--- config.mk ---
export PLATFORM = sky130hd
export DESIGN_NAME = imm_field_encoder_flat
export DESIGN_NICKNAME = d
export VERILOG_FILES = /design/src/rtl/imm_field_encoder_if.sv /design/src/rtl/imm_field_encoder.sv /design/src/flat_wrapper.sv
export SDC_FILE = /design/constraint.sdc
export NUM_CORES = 1
export LEC_CHECK = 0
export ABC_AREA = 1
export CAP_MARGIN = 10
export CORE_MARGIN = 2
export CORE_UTILIZATION = 48
export DETAILED_ROUTE_END_ITERATION = 10
export PLACE_DENSITY = 0.8
export SLEW_MARGIN = 20
export SYNTH_ARGS = -nofsm -noshare
export SYNTH_HDL_FRONTEND = slang
export SYNTH_SLANG_ARGS = --single-unit
export TNS_END_PERCENT = 30
--- constraint.sdc ---
create_clock -name clk -period 2.72 [get_ports clk]
set_clock_uncertainty 0.1 [all_clocks]
set_input_delay 0.544 -clock clk [delete_from_list [all_inputs] [get_ports clk]]
set_output_delay 0.544 -clock clk [all_outputs]
set_load 0.1 [all_outputs]
--- src/rtl/imm_field_encoder_if.sv ---
// Streaming request/response bundle for imm_field_encoder.
// master = request producer and result consumer, slave = the encoder.
interface imm_field_encoder_if #(
    parameter int ERR_W = 8
);
    // Valid/ready rule on both channels: a beat transfers on a rising clk edge
    // where valid & ready are both 1; a valid beat holds its payload until then.
    logic             in_valid;
    logic             in_ready;
    logic [2:0]       immSrc;
    logic [31:0]      imm;
    logic [24:0]      base;
    logic             err_clr;
    logic             out_valid;
    logic             out_ready;
    logic [24:0]      out;
    logic             out_err;
    logic [ERR_W-1:0] err_count;

    modport master (
        output in_valid, immSrc, imm, base, err_clr, out_ready,
        input  in_ready, out_valid, out, out_err, err_count
    );

    modport slave (
        input  in_valid, immSrc, imm, base, err_clr, out_ready,
        output in_ready, out_valid, out, out_err, err_count
    );
endinterface

--- src/rtl/imm_field_encoder.sv ---
// Packs a 32-bit immediate into instr[31:7] for I/S/B/U/J formats with range checking.
// Optional IMM_ENC_STRICT_EN: erroneous requests are consumed silently and out_err is tied 0.
module imm_field_encoder #(
    parameter int ERR_W = 8
) (
    input logic               clk,
    input logic               rst,
    imm_field_encoder_if.slave bus
);

    typedef struct packed {
        logic [24:0] field;
        logic        err;
    } pack_t;

    localparam logic [2:0] SRC_I = 3'b000;
    localparam logic [2:0] SRC_S = 3'b001;
    localparam logic [2:0] SRC_B = 3'b010;
    localparam logic [2:0] SRC_U = 3'b011;
    localparam logic [2:0] SRC_J = 3'b100;

    localparam logic [ERR_W-1:0] CNT_MAX = '1;
    localparam logic [ERR_W-1:0] CNT_ONE = {{(ERR_W-1){1'b0}}, 1'b1};

    function automatic pack_t pack_imm(input logic [2:0] src, input logic [31:0] imm,
                                       input logic [24:0] base);
        pack_t p;
        p.field = base;
        p.err   = 1'b1;
        case (src)
            SRC_I: begin
                p.field = {imm[11:0], base[12:0]};
                p.err   = !((&imm[31:11]) || !(|imm[31:11]));
            end
            SRC_S: begin
                p.field = {imm[11:5], base[17:5], imm[4:0]};
                p.err   = !((&imm[31:11]) || !(|imm[31:11]));
            end
            SRC_B: begin
                p.field = {imm[12], imm[10:5], base[17:5], imm[4:1], imm[11]};
                p.err   = !((&imm[31:12]) || !(|imm[31:12])) || imm[0];
            end
            SRC_U: begin
                p.field = {imm[31:12], base[4:0]};
                p.err   = |imm[11:0];
            end
            SRC_J: begin
                p.field = {imm[20], imm[10:1], imm[11], imm[19:12], base[4:0]};
                p.err   = !((&imm[31:20]) || !(|imm[31:20])) || imm[0];
            end
            default: begin
                p.field = base;
                p.err   = 1'b1;
            end
        endcase
        return p;
    endfunction

    pack_t            w_pack;
    logic             w_accept;
    logic             w_push;
    logic             w_err_bit;
    logic             w_main_free;
    logic             w_inc;

    logic             r_in_ready;
    logic             r_out_valid;
    logic [24:0]      r_out;
    logic             r_out_err;
    logic             r_skid_valid;
    logic [24:0]      r_skid_field;
    logic             r_skid_err;
    logic [ERR_W-1:0] r_err_count;

    assign w_pack      = pack_imm(bus.immSrc, bus.imm, bus.base);
    assign w_accept    = bus.in_valid & r_in_ready;
    assign w_inc       = w_accept & w_pack.err;
    assign w_main_free = ~r_out_valid | bus.out_ready;

`ifdef IMM_ENC_STRICT_EN
    assign w_push    = w_accept & ~w_pack.err;
    assign w_err_bit = 1'b0;
`else
    assign w_push    = w_accept;
    assign w_err_bit = w_pack.err;
`endif

    // in_ready mirrors "skid empty"; a new beat can only arrive while the skid is free.
    always_ff @(posedge clk or posedge rst) begin
        if (rst) begin
            r_in_ready   <= 1'b1;
            r_out_valid  <= 1'b0;
            r_out        <= '0;
            r_out_err    <= 1'b0;
            r_skid_valid <= 1'b0;
            r_skid_field <= '0;
            r_skid_err   <= 1'b0;
        end else if (w_main_free) begin
            if (r_skid_valid) begin
                r_out_valid  <= 1'b1;
                r_out        <= r_skid_field;
                r_out_err    <= r_skid_err;
                r_skid_valid <= 1'b0;
                r_in_ready   <= 1'b1;
            end else begin
                r_out_valid <= w_push;
                if (w_push) begin
                    r_out     <= w_pack.field;
                    r_out_err <= w_err_bit;
                end
            end
        end else if (w_push) begin
            r_skid_valid <= 1'b1;
            r_skid_field <= w_pack.field;
            r_skid_err   <= w_err_bit;
            r_in_ready   <= 1'b0;
        end
    end

    // A clear that coincides with a counted error leaves that error counted.
    always_ff @(posedge clk or posedge rst) begin
        if (rst) begin
            r_err_count <= '0;
        end else if (bus.err_clr) begin
            r_err_count <= w_inc ? CNT_ONE : '0;
        end else if (w_inc && (r_err_count != CNT_MAX)) begin
            r_err_count <= r_err_count + CNT_ONE;
        end
    end

    assign bus.in_ready  = r_in_ready;
    assign bus.out_valid = r_out_valid;
    assign bus.out       = r_out;
    assign bus.out_err   = r_out_err;
    assign bus.err_count = r_err_count;

endmodule
--- src/flat_wrapper.sv ---
// flat-port wrapper written by rule: the top's interface ports become plain ports
module imm_field_encoder_flat 
#(
    parameter int ERR_W = 8
)
  (clk, rst, bus_in_valid, bus_immSrc, bus_imm, bus_base, bus_err_clr, bus_out_ready, bus_in_ready, bus_out_valid, bus_out, bus_out_err, bus_err_count);
  imm_field_encoder_if #(.ERR_W(ERR_W)) bus_i ();
  input logic clk;
  input logic rst;
  input wire logic [$bits(bus_i.in_valid)-1:0] bus_in_valid;
  input wire logic [$bits(bus_i.immSrc)-1:0] bus_immSrc;
  input wire logic [$bits(bus_i.imm)-1:0] bus_imm;
  input wire logic [$bits(bus_i.base)-1:0] bus_base;
  input wire logic [$bits(bus_i.err_clr)-1:0] bus_err_clr;
  input wire logic [$bits(bus_i.out_ready)-1:0] bus_out_ready;
  output wire logic [$bits(bus_i.in_ready)-1:0] bus_in_ready;
  output wire logic [$bits(bus_i.out_valid)-1:0] bus_out_valid;
  output wire logic [$bits(bus_i.out)-1:0] bus_out;
  output wire logic [$bits(bus_i.out_err)-1:0] bus_out_err;
  output wire logic [$bits(bus_i.err_count)-1:0] bus_err_count;
  assign bus_i.in_valid = bus_in_valid;
  assign bus_i.immSrc = bus_immSrc;
  assign bus_i.imm = bus_imm;
  assign bus_i.base = bus_base;
  assign bus_i.err_clr = bus_err_clr;
  assign bus_i.out_ready = bus_out_ready;
  assign bus_in_ready = bus_i.in_ready;
  assign bus_out_valid = bus_i.out_valid;
  assign bus_out = bus_i.out;
  assign bus_out_err = bus_i.out_err;
  assign bus_err_count = bus_i.err_count;
  imm_field_encoder #(.ERR_W(ERR_W)) u_core (.clk(clk), .rst(rst), .bus(bus_i));
endmodule
==> metrics <==
wire length of the first global-routing pass=15,890 um; layout cells sized above 1=12.61%; final worst path period share=89.09%; ys flop type=sky130_fd_sc_hd__dfrtp_1; hold buffer count at CTS=0; maximum resistive drop on vdd=0.0006195 V; overflow left after global routing=0; number of nets at the end of the flow=649; switching part of the total power=53.93%; Avg Synthesized Cell Area=7.279 sq um; Yosys warnings=0; category of the worst setup path launch point=input port; Slew Viols, Final=0; share of synthesized area occupied by flip-flops and latches=44.51%; outcome=finished clean; diodes inserted=0; die span in x=89.94 um; DRC errors left=0; Post-synth EDFFs=0; Max Clk Rate=412.7 MHz; setup TNS=0 ns; drt wl/cell=13.67 um; Synth-to-Final Area Change=32.47%; capturing point of the worst reg2reg path=u_core.r_skid_field[21]; cell-by-cell trace of the critical path=clkdlybuf4s50_1 > nand2_1 > nor2_1 > clkinv_1 > o21ai_0; antenna violations before repair=0; cells after synthesis=487; highest net fanout along the worst path=41; clock-pin slew reported for the worst setup and hold paths after clock tree synthesis=0.07 ns; total of cells resized after clock tree synthesis=0; utilization of the core after routing=65.09%; cell-internal power=2.344 mW; clock tree buffer depth=2; overall track demand over capacity in global routing=23.94%; area fraction of the dominant cell type after synthesis=43.77%; Vias/cell=5.200; ports placed on the boundary=101; classification of the worst setup path=in -> reg; pin slew with the least headroom to its limit=0.9485 ns; sequential cell area=1578 sq um; detailed-routing iteration count for the pre-antenna-repair pass=5; Die Ht=89.94 um; root cell of the clock tree=sky130_fd_sc_hd__clkbuf_8; end point of the most critical hold path=u_core.r_skid_field[3]; insertion delay to the later sink of the worst-skew pair=0.33 ns; total wirelength of the detailed-routed design=9381 um; library cell contributing the largest single delay on the critical path=sky130_fd_sc_hd__clkinv_1; Final Hold Vio Count=0; unrepaired setup endpoints after global routing=false; sort of element at the end of the critical path=flop; setup bufs post-CTS=0; count of input and output buffers=100; part of the total power dissipated in combinational logic=55.7%; switching power=2.743 mW; portion of total power attributed to sequential cells=30.8%; signal arrival time at the worst endpoint=2.55 ns; max-cap viol count=0; Reg-to-Reg Start=u_core.bus.in_ready; Yosys reg bits=63; number of buffers added by the clock tree synthesis step=9; most frequent cell after synthesis=sky130_fd_sc_hd__nand2_1; largest cells by area after synthesis=sky130_fd_sc_hd__dfrtp_1 (44%), sky130_fd_sc_hd__nand2_1 (14%), sky130_fd_sc_hd__nor2_1 (7.6%); worst reg-to-reg setup slack=0.41 ns; Clock Sinks=63; longest individual stage delay on the worst path=0.77 ns; required time of the worst setup path=2.84 ns; fraction of registers with async set/reset=100.0%; library cell occupying the most area in the post-synthesis netlist=sky130_fd_sc_hd__dfrtp_1; class of the worst hold path=reg -> reg; number of core rows=31; clock network power share=13.5%; die area=8088 sq um; hold_sp=u_core.r_skid_field[3]; initial standard-cell utilization of the core=49.13%; cell type group with the largest total delay on the critical path=buffers and inverters; routed vias=3,567; maximum number of pins on one net before global-route repair=64; gp weighted congestion=0.9126; DPL Wire Length=7247 um; number of DRC markers after the initial detailed-route iteration=291; Power per Cell Area=1083 nW/um^2; relative slew slack=36.38%; startpoint of the worst setup timing path=bus_in_valid; TritonCTS clock tree=built; Distinct cells, synth=35; total setup violations reported at the end of the flow=0; Syn Nets=553; top cells by count, synth=sky130_fd_sc_hd__nand2_1 (136), sky130_fd_sc_hd__nor2_1 (72), sky130_fd_sc_hd__dfrtp_1 (62); worst r2r path cells=4; minimum period implied by the final worst setup slack=2.423 ns; deepest level of the CTS H-tree=3; count of antenna-violating nets left after detailed routing=0; buffering stage count on the worst path with inverters included=2; number of global-route vias before repair=3,522; area occupied by multi-input gates=1728 sq um; Hold Crit Depth=2; area of the mapped netlist=3545 sq um; Lkg Pwr=2.237 nW; # fillers=680; Core Box Area=7214 sq um
worst max path at each step:
| stage | to | slack (ns) | depth (start not counted) |
|---|---|---|---|
| 2_1_floorplan | u_core.bus.err_count[2] | 0.37 | 8 |
| 3_3_place_gp | u_core.bus.err_count[7] | 0.23 | 13 |
| 3_5_place_dp | u_core.r_skid_field[21] | 0.13 | 6 |
| 4_1_cts | u_core.r_skid_field[15] | 0.51 | 6 |
| 5_1_grt | u_core.r_skid_field[21] | 0.01 | 6 |
| 6_report | u_core.r_skid_field[21] | 0.30 | 5 |
metrics by stage:
| stage | power [mW] | hold WS (ns) | cells | setup WS [ns] | area (sq um) |
|---|---|---|---|---|---|
| floorplan | 3.737 | 0.3492 | 487 | 0.3685 | 3545 |
| global placement | 4.369 | 0.3650 | 671 | 0.2315 | 4532 |
| global route | 5.362 | 0.4014 | 686 | 0.01175 | 4696 |
| detailed placement | 4.425 | 0.3689 | 671 | 0.1337 | 4532 |
| CTS | 5.119 | 0.3859 | 686 | 0.5068 | 4696 |
| finish | 5.087 | 0.3872 | 686 | 0.2969 | 4696 |
kinds of logic (layout without fill, tap and decap cells):
logic type | Yosys count | after routing | share of synthesized area, %
AOI/OAI and AO/OA | 118 | 118 | 18.39
xor gates and xnor gates | 3 | 3 | 0.7414
adders and majority gates | 1 | 1 | 0.3529
buffers and inverters | 57 | 157 | 6.742
DFF | 63 | 63 | 44.51
and+or+nand+nor | 245 | 245 | 29.26
layout make-up:
type                            count  area share, %
Clock buffer                       11          3.011
Multi-Input combinational cell    367          36.80
Sequential cell                    63          33.60
Timing Repair Buffer              105          20.46
Inverter                           37          3.011
Tap cell                           99          2.638
Clock inverter                      4         0.4796
power by group through the flow:
stage	Clock [mW]	Sequential [mW]	Combinational, mW
2_1_floorplan	0	3.05	0.689
3_3_place_gp	0	1.56	2.81
3_5_place_dp	0	1.58	2.85
4_1_cts	0.705	1.57	2.85
5_1_grt	0.740	1.62	3.00
6_report	0.687	1.56	2.83
layer usage:
layer / track usage (%) / vias up / part of all wire [%]
met3: 4.694 / 14 / 6.4
met1: 32.11 / 1637 / 45
li1: - / 1783 / -
met2: 39.96 / 133 / 47
met5: 0 / - / 0
met4: 6.538 / 0 / 1.5
sequential cells by signal (all words and copies together), names as in the netlist:
register and cells:
u_core.bus.out 25, u_core.r_skid_field 25, u_core.bus.err_count 8, u_core.bus.in_ready 1, u_core.bus.out_err 1, u_core.bus.out_valid 1, u_core.r_skid_err 1, u_core.r_skid_valid 1
cell usage in the layout (no fill, tap or decap), drive strengths merged, types with 2 or more instances in the layout:
cell type,instances
a211oi,2
nor3,4
nor2,74
clkbuf,11
clkdlybuf4s50,64
o31ai,2
o22ai,2
o21a,7
clkinv,5
buf,41
o21ai,46
a21oi,48
a31oi,6
inv,35
xor2,2
nand2,140
o211ai,4
nand3,24
dfrtp,62
worst min-delay path: stages, from the launching register on:
cell and delay (ns):
sky130_fd_sc_hd__dfrtp_1 0.35, sky130_fd_sc_hd__nand2_1 0.06, sky130_fd_sc_hd__nand2_1 0.05
No activity file was read; power rests on OpenSTA's default activity.
